===== src/rtl/ssc_host_uart_if.sv =====
// Host-side byte streams and status of the SSC serial endpoint.
// The host framework is the master; the UART endpoint is the slave.
interface ssc_host_uart_if;
  logic [7:0] TX_DATA;
  logic       TX_VALID;
  logic       TX_READY;
  logic [7:0] RX_DATA;
  logic       RX_VALID;
  logic       RX_READY;
  logic       RX_OVERRUN;
  logic       RX_FRAME_ERR;
  logic       ERR_CLR;
  logic       TX_BUSY;

  modport master (
    output TX_DATA, TX_VALID, RX_READY, ERR_CLR,
    input  TX_READY, RX_DATA, RX_VALID, RX_OVERRUN, RX_FRAME_ERR, TX_BUSY
  );
  modport slave (
    input  TX_DATA, TX_VALID, RX_READY, ERR_CLR,
    output TX_READY, RX_DATA, RX_VALID, RX_OVERRUN, RX_FRAME_ERR, TX_BUSY
  );
endinterface


===== src/rtl/ssc_host_uart.sv =====
// Framework-side 8N1 serial endpoint facing the Super Serial Card's 6551 pins:
// RX deserializer + FIFO toward the host, TX FIFO + serializer toward the card.
module ssc_fifo #(
  parameter int AW = 4
) (
  input  logic          CLK_14M,
  input  logic          RESET,
  input  logic          push,
  input  logic [7:0]    wdata,
  input  logic          pop,
  output logic [7:0]    rdata,
  output logic [AW:0]   count,
  output logic          full
);
  logic [7:0]  mem [0:(1<<AW)-1];
  logic [AW:0] wptr, rptr;
  logic        wr, rd;

  assign count = wptr - rptr;
  assign full  = count[AW];
  assign rd    = pop & (count != '0);
  // a pop in the same cycle frees the slot, so a push into a full FIFO is fine then
  assign wr    = push & (~full | rd);
  assign rdata = mem[rptr[AW-1:0]];

  always_ff @(posedge CLK_14M) begin
    if (RESET) begin
      wptr <= '0;
      rptr <= '0;
    end else begin
      if (wr) wptr <= wptr + 1'b1;
      if (rd) rptr <= rptr + 1'b1;
    end
  end

  always_ff @(posedge CLK_14M)
    if (wr) mem[wptr[AW-1:0]] <= wdata;
endmodule

module ssc_host_uart #(
  parameter int CLKS_PER_BIT = 1491,
  parameter int FIFO_AW      = 4,
  parameter int CTS_MARGIN   = 4
) (
  input  logic CLK_14M,
  input  logic RESET,
  input  logic SSC_TXD,
  output logic SSC_RXD,
  input  logic SSC_RTS,
  output logic SSC_CTS,
  output logic SSC_DSR,
  ssc_host_uart_if.slave host
);
  localparam int CW = $clog2(CLKS_PER_BIT);
  localparam logic [CW-1:0]      BIT_END  = CW'(CLKS_PER_BIT - 1);
  localparam logic [CW-1:0]      HALF_END = CW'(CLKS_PER_BIT / 2 - 1);
  localparam logic [FIFO_AW:0]   CTS_LIM  = (FIFO_AW+1)'((1 << FIFO_AW) - CTS_MARGIN - 1);

  typedef enum logic [2:0] {RX_IDLE, RX_START, RX_DATA, RX_STOP, RX_BREAK} rx_st_t;
  typedef enum logic [1:0] {TX_IDLE, TX_START, TX_DATA, TX_STOP} tx_st_t;

  logic txd_s1, txd_s2, txd_prev, rts_s1, rts_s2;

  always_ff @(posedge CLK_14M) begin
    if (RESET) begin
      txd_s1 <= 1'b1; txd_s2 <= 1'b1; txd_prev <= 1'b1;
      rts_s1 <= 1'b1; rts_s2 <= 1'b1;
    end else begin
      txd_s1 <= SSC_TXD; txd_s2 <= txd_s1; txd_prev <= txd_s2;
      rts_s1 <= SSC_RTS; rts_s2 <= rts_s1;
    end
  end

  // FIFOs
  logic [7:0]       tx_rdata, rx_rdata, rx_sh, tx_sh;
  logic [FIFO_AW:0] tx_count, rx_count;
  logic             tx_full, rx_full, tx_pop, rx_push;

  ssc_fifo #(.AW(FIFO_AW)) u_tx_fifo (
    .CLK_14M(CLK_14M), .RESET(RESET),
    .push(host.TX_VALID & ~tx_full), .wdata(host.TX_DATA),
    .pop(tx_pop), .rdata(tx_rdata), .count(tx_count), .full(tx_full)
  );

  ssc_fifo #(.AW(FIFO_AW)) u_rx_fifo (
    .CLK_14M(CLK_14M), .RESET(RESET),
    .push(rx_push), .wdata(rx_sh),
    .pop(host.RX_READY), .rdata(rx_rdata), .count(rx_count), .full(rx_full)
  );

  assign host.TX_READY = ~tx_full;
  assign host.RX_VALID = (rx_count != '0);
  assign host.RX_DATA  = rx_rdata;
  assign SSC_DSR       = 1'b0;

  // RX deserializer
  rx_st_t        rx_st;
  logic [CW-1:0] rx_cnt;
  logic [2:0]    rx_bit;
  logic          rx_stop_smp, rx_ovr, rx_ferr;

  assign rx_stop_smp = (rx_st == RX_STOP) && (rx_cnt == BIT_END);
  assign rx_push     = rx_stop_smp & txd_s2;

  always_ff @(posedge CLK_14M) begin
    if (RESET) begin
      rx_st <= RX_IDLE; rx_cnt <= '0; rx_bit <= '0; rx_sh <= '0;
    end else begin
      rx_cnt <= rx_cnt + 1'b1;
      case (rx_st)
        RX_IDLE: begin
          rx_cnt <= '0;
          if (txd_prev & ~txd_s2) rx_st <= RX_START;
        end
        RX_START: if (rx_cnt == HALF_END) begin
          rx_cnt <= '0;
          rx_bit <= '0;
          rx_st  <= txd_s2 ? RX_IDLE : RX_DATA;
        end
        RX_DATA: if (rx_cnt == BIT_END) begin
          rx_cnt <= '0;
          rx_sh  <= {txd_s2, rx_sh[7:1]};
          rx_bit <= rx_bit + 1'b1;
          if (rx_bit == 3'd7) rx_st <= RX_STOP;
        end
        RX_STOP: if (rx_cnt == BIT_END) begin
          rx_cnt <= '0;
          rx_st  <= txd_s2 ? RX_IDLE : RX_BREAK;
        end
        RX_BREAK: begin
          rx_cnt <= '0;
          if (txd_s2) rx_st <= RX_IDLE;
        end
        default: rx_st <= RX_IDLE;
      endcase
    end
  end

  // sticky flags: a set event in the same cycle as ERR_CLR wins
  always_ff @(posedge CLK_14M) begin
    if (RESET) begin
      rx_ovr  <= 1'b0;
      rx_ferr <= 1'b0;
      SSC_CTS <= 1'b1;
    end else begin
      rx_ovr  <= (rx_push & rx_full & ~host.RX_READY) | (rx_ovr & ~host.ERR_CLR);
      rx_ferr <= (rx_stop_smp & ~txd_s2) | (rx_ferr & ~host.ERR_CLR);
      SSC_CTS <= (rx_count > CTS_LIM);
    end
  end

  assign host.RX_OVERRUN   = rx_ovr;
  assign host.RX_FRAME_ERR = rx_ferr;

  // TX serializer; RTS only gates the start of a byte
  tx_st_t        tx_st;
  logic [CW-1:0] tx_cnt;
  logic [2:0]    tx_bit;
  logic          tx_line, tx_busy;

  assign tx_pop = (tx_count != '0) & ~rts_s2 &
                  ((tx_st == TX_IDLE) || ((tx_st == TX_STOP) && (tx_cnt == BIT_END)));

  always_comb begin
    tx_line = 1'b1;
    case (tx_st)
      TX_START: tx_line = 1'b0;
      TX_DATA:  tx_line = tx_sh[0];
      default:  tx_line = 1'b1;
    endcase
  end

  always_ff @(posedge CLK_14M) begin
    if (RESET) begin
      tx_st <= TX_IDLE; tx_cnt <= '0; tx_bit <= '0; tx_sh <= '0;
      SSC_RXD <= 1'b1; tx_busy <= 1'b0;
    end else begin
      tx_cnt  <= tx_cnt + 1'b1;
      SSC_RXD <= tx_line;
      tx_busy <= (tx_st != TX_IDLE);
      case (tx_st)
        TX_IDLE: begin
          tx_cnt <= '0;
          if (tx_pop) begin
            tx_st <= TX_START;
            tx_sh <= tx_rdata;
          end
        end
        TX_START: if (tx_cnt == BIT_END) begin
          tx_cnt <= '0;
          tx_bit <= '0;
          tx_st  <= TX_DATA;
        end
        TX_DATA: if (tx_cnt == BIT_END) begin
          tx_cnt <= '0;
          tx_sh  <= {1'b0, tx_sh[7:1]};
          tx_bit <= tx_bit + 1'b1;
          if (tx_bit == 3'd7) tx_st <= TX_STOP;
        end
        TX_STOP: if (tx_cnt == BIT_END) begin
          tx_cnt <= '0;
          if (tx_pop) begin
            tx_st <= TX_START;
            tx_sh <= tx_rdata;
          end else begin
            tx_st <= TX_IDLE;
          end
        end
        default: tx_st <= TX_IDLE;
      endcase
    end
  end

  assign host.TX_BUSY = tx_busy;
endmodule


===== src/flat_wrapper.sv =====
// flat-port wrapper written by rule: the top's interface ports become plain ports
module ssc_host_uart_flat 
#(
  parameter int CLKS_PER_BIT = 1491,
  parameter int FIFO_AW      = 4,
  parameter int CTS_MARGIN   = 4
)
  (CLK_14M, RESET, SSC_TXD, SSC_RXD, SSC_RTS, SSC_CTS, SSC_DSR, host_TX_DATA, host_TX_VALID, host_RX_READY, host_ERR_CLR, host_TX_READY, host_RX_DATA, host_RX_VALID, host_RX_OVERRUN, host_RX_FRAME_ERR, host_TX_BUSY);
  ssc_host_uart_if host_i ();
  input  logic CLK_14M;
  input  logic RESET;
  input  logic SSC_TXD;
  output logic SSC_RXD;
  input  logic SSC_RTS;
  output logic SSC_CTS;
  output logic SSC_DSR;
  input wire logic [$bits(host_i.TX_DATA)-1:0] host_TX_DATA;
  input wire logic [$bits(host_i.TX_VALID)-1:0] host_TX_VALID;
  input wire logic [$bits(host_i.RX_READY)-1:0] host_RX_READY;
  input wire logic [$bits(host_i.ERR_CLR)-1:0] host_ERR_CLR;
  output wire logic [$bits(host_i.TX_READY)-1:0] host_TX_READY;
  output wire logic [$bits(host_i.RX_DATA)-1:0] host_RX_DATA;
  output wire logic [$bits(host_i.RX_VALID)-1:0] host_RX_VALID;
  output wire logic [$bits(host_i.RX_OVERRUN)-1:0] host_RX_OVERRUN;
  output wire logic [$bits(host_i.RX_FRAME_ERR)-1:0] host_RX_FRAME_ERR;
  output wire logic [$bits(host_i.TX_BUSY)-1:0] host_TX_BUSY;
  assign host_i.TX_DATA = host_TX_DATA;
  assign host_i.TX_VALID = host_TX_VALID;
  assign host_i.RX_READY = host_RX_READY;
  assign host_i.ERR_CLR = host_ERR_CLR;
  assign host_TX_READY = host_i.TX_READY;
  assign host_RX_DATA = host_i.RX_DATA;
  assign host_RX_VALID = host_i.RX_VALID;
  assign host_RX_OVERRUN = host_i.RX_OVERRUN;
  assign host_RX_FRAME_ERR = host_i.RX_FRAME_ERR;
  assign host_TX_BUSY = host_i.TX_BUSY;
  ssc_host_uart #(.CLKS_PER_BIT(CLKS_PER_BIT), .FIFO_AW(FIFO_AW), .CTS_MARGIN(CTS_MARGIN)) u_core (.CLK_14M(CLK_14M), .RESET(RESET), .SSC_TXD(SSC_TXD), .SSC_RXD(SSC_RXD), .SSC_RTS(SSC_RTS), .SSC_CTS(SSC_CTS), .SSC_DSR(SSC_DSR), .host(host_i));
endmodule

===== config.mk =====
export PLATFORM = sky130hd
export DESIGN_NAME = ssc_host_uart_flat
export DESIGN_NICKNAME = d
export VERILOG_FILES = /design/src/rtl/ssc_host_uart_if.sv /design/src/rtl/ssc_host_uart.sv /design/src/flat_wrapper.sv
export SDC_FILE = /design/constraint.sdc
export NUM_CORES = 1
export LEC_CHECK = 0
export ABC_AREA = 1
export BUFFER_PORTS_ARGS = -buffer_cell sky130_fd_sc_hd__buf_2
export CAP_MARGIN = 15
export CELL_PAD_IN_SITES_DETAIL_PLACEMENT = 0
export CELL_PAD_IN_SITES_GLOBAL_PLACEMENT = 1
export CORE_ASPECT_RATIO = 1.5
export CORE_MARGIN = 10
export CORE_UTILIZATION = 54
export DETAILED_ROUTE_END_ITERATION = 8
export PLACE_DENSITY_LB_ADDON = 0.1
export REMOVE_ABC_BUFFERS = 1
export SLEW_MARGIN = 10
export SYNTH_ARGS = -nofsm -noshare
export SYNTH_HDL_FRONTEND = slang
export SYNTH_HIERARCHICAL = 1
export SYNTH_SLANG_ARGS = --single-unit
export TNS_END_PERCENT = 100

===== constraint.sdc =====
create_clock -name CLK_14M -period 5.35 [get_ports CLK_14M]
set_input_delay 0.8025 -clock CLK_14M [delete_from_list [all_inputs] [get_ports CLK_14M]]
set_output_delay 0.8025 -clock CLK_14M [all_outputs]
set_load 0.03 [all_outputs]

==> flow_summary.toml <==
[finish]
synthToLayoutAreaGrowth_pct = 8.24
fill_cells = 2349
drive_above_1_share = 0.110
antennaDiodeCount = 0
nets = 1469
layout.cells.non_filler = 1785

[floorplan]
core-area_um2 = 27200
rows = 74
ios = 31
dieArea_um2 = 34800
die_w_um = 156
die_y_um = 224
initial_utilization = 0.548

[timing]
worst_pin_slew_ps = 1050
fmax_mhz = 283
rsz0062_at_grt = "no"
finalCriticalPeriod_ps = 3540
relSlewSlack = 0.297
fin_setup_tns_ps = 0
final.period_utilization = 0.661
fin_skew_ps = 21.8
hold_viol = 0
setup_viol = 0
drv_slew = 0

[clocking]
root_buffer = "clkbuf_16"
cts_num_sinks = 343
cts_hold_buffers = 0
clockBufferDepth = 3
cts_resized = 0
htreeDepth = 1
cts_tree = "yes"
path_clk_slew_ps = 70
postCtsSetupBuffers = 0
clk_latency_ps = 580
cts_made_buffers = 31

[pwr]
p_sw_mw = 1.65
power_density_nw_per_um2 = 374
ir_worst_vdd_mv = 0.298
combPwrFrac = 0.151
p_seq_frac = 0.501
p_sw_frac = 0.272
p_leak_nw = 6.10
clockPowerShare = 0.349
intPower_mw = 4.40

[logic_synthesis]
avgSynthCellArea_um2 = 10.6
ys_seq_area_frac = 0.632
synthArstFlopShare = 0
ys_seq_elements = 343
syn-cell-area_um2 = 14900
synth-edff-count = 256
synth_warnings = 6
syn_inst = 1413
synth-main-ff-cell = "edfxtp_1"
synth.distinct_cells = 44

[placed_design]
placed_cells = 1728
place_congestion = 0.863
portBuffers = 29
hpwlAfterDp_mm = 21.6

[grt]
grt_use_met1 = 0.199
grt_start_max_net_pins = 65
grt.met3_usage = 0.0217
grt_pass1_wl_mm = 51.4
track_usage = 0.185
global_route.peak_usage_layer = "met2"
overflow = 0
met2_usage = 0.359
grt_antenna_before_repair = 0
grt_pass1_vias = 9705

[drt]
ant_nets = 0
route.detailed.drc = 0
wl_mm = 32.6
drtIter0Drc = 474
vias = 9854
drtPass1Iterations = 5
wl_per_cell_um = 18.3
viasPerCell = 5.52

[worst_setup_path]
slowest_stage = "nor2_1"
crit_type = "reg2reg"
crit_path_max_incr_delay_ps = 550
reg2reg_to = "u_core/u_tx_fifo/mem[12][4]"
crit_fanout = 8
reg2reg_depth = 21
cp_data_arrival_time_ps = 3740
start_kind = "flip-flop"
rrSetupSlack_ps = 1810
crit_chain = "inv_1, ha_1, inv_1, fa_1, nand3_1, nand2_1, nand2_1, nand2_2, inv_1, nor3_1, nand2_1, nand2_1, inv_1, nand2_1, inv_1, inv_1, nand3_2, nand2_4, inv_4, nand2_2, nor2_1"
crit_top_cell = "inv_1"
r2r_start = "u_core/u_tx_fifo/wptr[0]"
endpoint_kind = "flip-flop"
required_ps = 5550
path_buf_inv = 7
path_delay_family = "simple AND/OR/NAND/NOR gates"

[min_path]
min-delay-start = "SSC_RTS"
hold_end = "u_core/rts_s1"
holdCritPathClass = "in2reg"
holdPathStages = 2

[run_status]
status = "finished, final reports clean"

[flow_run]
max-cap-violations = 0
==> worst max path at each step <==
stage / from / end / slack [ps] / depth (start not counted)
floorplan: flip-flop / host_RX_DATA[0] / 2250 / 7
CTS: flip-flop / host_RX_DATA[6] / 1810 / 6
global placement: u_core/u_tx_fifo/wptr[0] / u_core/u_tx_fifo/mem[12][5] / 1930 / 21
detailed placement: u_core/u_tx_fifo/wptr[0] / u_core/u_tx_fifo/mem[12][5] / 1860 / 21
finish: u_core/u_tx_fifo/wptr[0] / u_core/u_tx_fifo/mem[12][4] / 1810 / 21
global route: u_core/u_tx_fifo/wptr[0] / u_core/u_tx_fifo/mem[12][7] / 1440 / 21
==> per-layer routing <==
| metal | up-vias | wire length (um) |
|---|---|---|
| li1 | 4883 | - |
| met1 | 4721 | 12200 |
| met2 | 192 | 18400 |
| met3 | 58 | 1120 |
| met4 | 0 | 960 |
| met5 | - | 0 |
==> cells in the final DEF (no fill, tap or decap), types with 33 or more instances in the layout <==
master    synthesis  final
o21ai_1          56     56
dfxtp_1          87     83
ha_1             33     33
inv_1            86     87
nand3_1          59     59
edfxtp_1        256    256
nor2_1          319    319
nand2_1         127    127
o21ai_0         117    117
a21oi_1          36     36
o211ai_1         46     46
==> cells in the mapped netlist (9+ instances only) <==
| cell type | n | area, um2 |
|---|---|---|
| nand2_2 | 14 | 87.6 |
| edfxtp_1 | 256 | 7690 |
| ha_1 | 33 | 413 |
| buf_6 | 9 | 101 |
| nand2_1 | 127 | 477 |
| nor2_2 | 15 | 93.8 |
| a21oi_1 | 36 | 180 |
| o21ai_0 | 117 | 586 |
| o21ai_1 | 56 | 280 |
| clkbuf_2 | 9 | 45.0 |
| inv_1 | 86 | 323 |
| xor2_1 | 17 | 149 |
| buf_2 | 26 | 130 |
| dfxtp_1 | 87 | 1740 |
| o211ai_1 | 46 | 345 |
| nor3_1 | 16 | 80.1 |
| clkbuf_1 | 11 | 41.3 |
| o211ai_2 | 20 | 250 |
| nor2_1 | 319 | 1200 |
| nand3_1 | 59 | 295 |
==> logic make-up after synthesis <==
group | count (synthesis) | synth area share
compound gates | 281 | 0.113
xor+xnor | 18 | 0.0106
fa+ha+maj | 35 | 0.0303
buf+inv | 157 | 0.0489
flops | 343 | 0.632
other cells | 1 | 0.000251
simple gates | 578 | 0.165
==> stage by stage <==
| stage | area [um2] | setup WS (ps) | power [mW] | utilization | hold slack [ps] |
|---|---|---|---|---|---|
| after global placement | 15200 | 1930 | 3.99 | 0.558 | 400 |
| final | 16200 | 1810 | 6.05 | 0.594 | 414 |
| after global routing | 16200 | 1440 | 6.35 | 0.594 | 398 |
| after floorplan | 14600 | 2250 | 3.72 | - | 389 |
| after CTS | 16200 | 1810 | 6.11 | 0.594 | 387 |
| after detailed placement | 15200 | 1860 | 4.00 | 0.558 | 397 |
==> worst reg2reg max path, cell delays in order (launching register included) <==
cell and delay [ps]:
dfxtp_1 350, inv_1 150, ha_1 170, inv_1 60, fa_1 400, nand3_1 100, nand2_1 60, nand2_1 110
nand2_2 80, inv_1 90, nor3_1 50, nand2_1 60, nand2_1 60, inv_1 70, nand2_1 80, inv_1 160
inv_1 100, nand3_2 130, nand2_4 100, inv_4 110, nand2_2 120, nor2_1 550
==> power groups by stage <==
| stage | combinational (mW) | clock (mW) | sequential (mW) |
|---|---|---|---|
| 6_report | 0.911 | 2.11 | 3.03 |
| 5_1_grt | 1.04 | 2.27 | 3.04 |
| 4_1_cts | 0.922 | 2.16 | 3.03 |
| 3_5_place_dp | 0.916 | 0 | 3.08 |
| 3_3_place_gp | 0.911 | 0 | 3.08 |
| 2_1_floorplan | 0.644 | 0 | 3.08 |
==> cell type report <==
cell class / count / area (um2) / share of cell area
clock buffers: 43 / 861 / 0.0533
flip-flops and latches: 343 / 9430 / 0.584
repair buffers: 34 / 183 / 0.0113
multi-input cells: 913 / 4770 / 0.295
inverters: 96 / 375 / 0.0232
clock inverters: 14 / 109 / 0.00674
well taps: 342 / 428 / 0.0265
==> flip-flops by register name (all words and copies together) (netlist names), 2 cells and up, named ones only <==
name and cells:
u_core/rx_bit 3, u_core/rx_cnt 11, u_core/rx_sh 8, u_core/rx_st 3, u_core/tx_bit 3, u_core/tx_cnt 11
u_core/tx_sh 8, u_core/tx_st 2, u_core/u_rx_fifo/mem 128, u_core/u_rx_fifo/rptr 5, u_core/u_rx_fifo/wptr 5, u_core/u_tx_fifo/mem 128
u_core/u_tx_fifo/rptr 5, u_core/u_tx_fifo/wptr 5
Power figures use the tool's default switching activity.
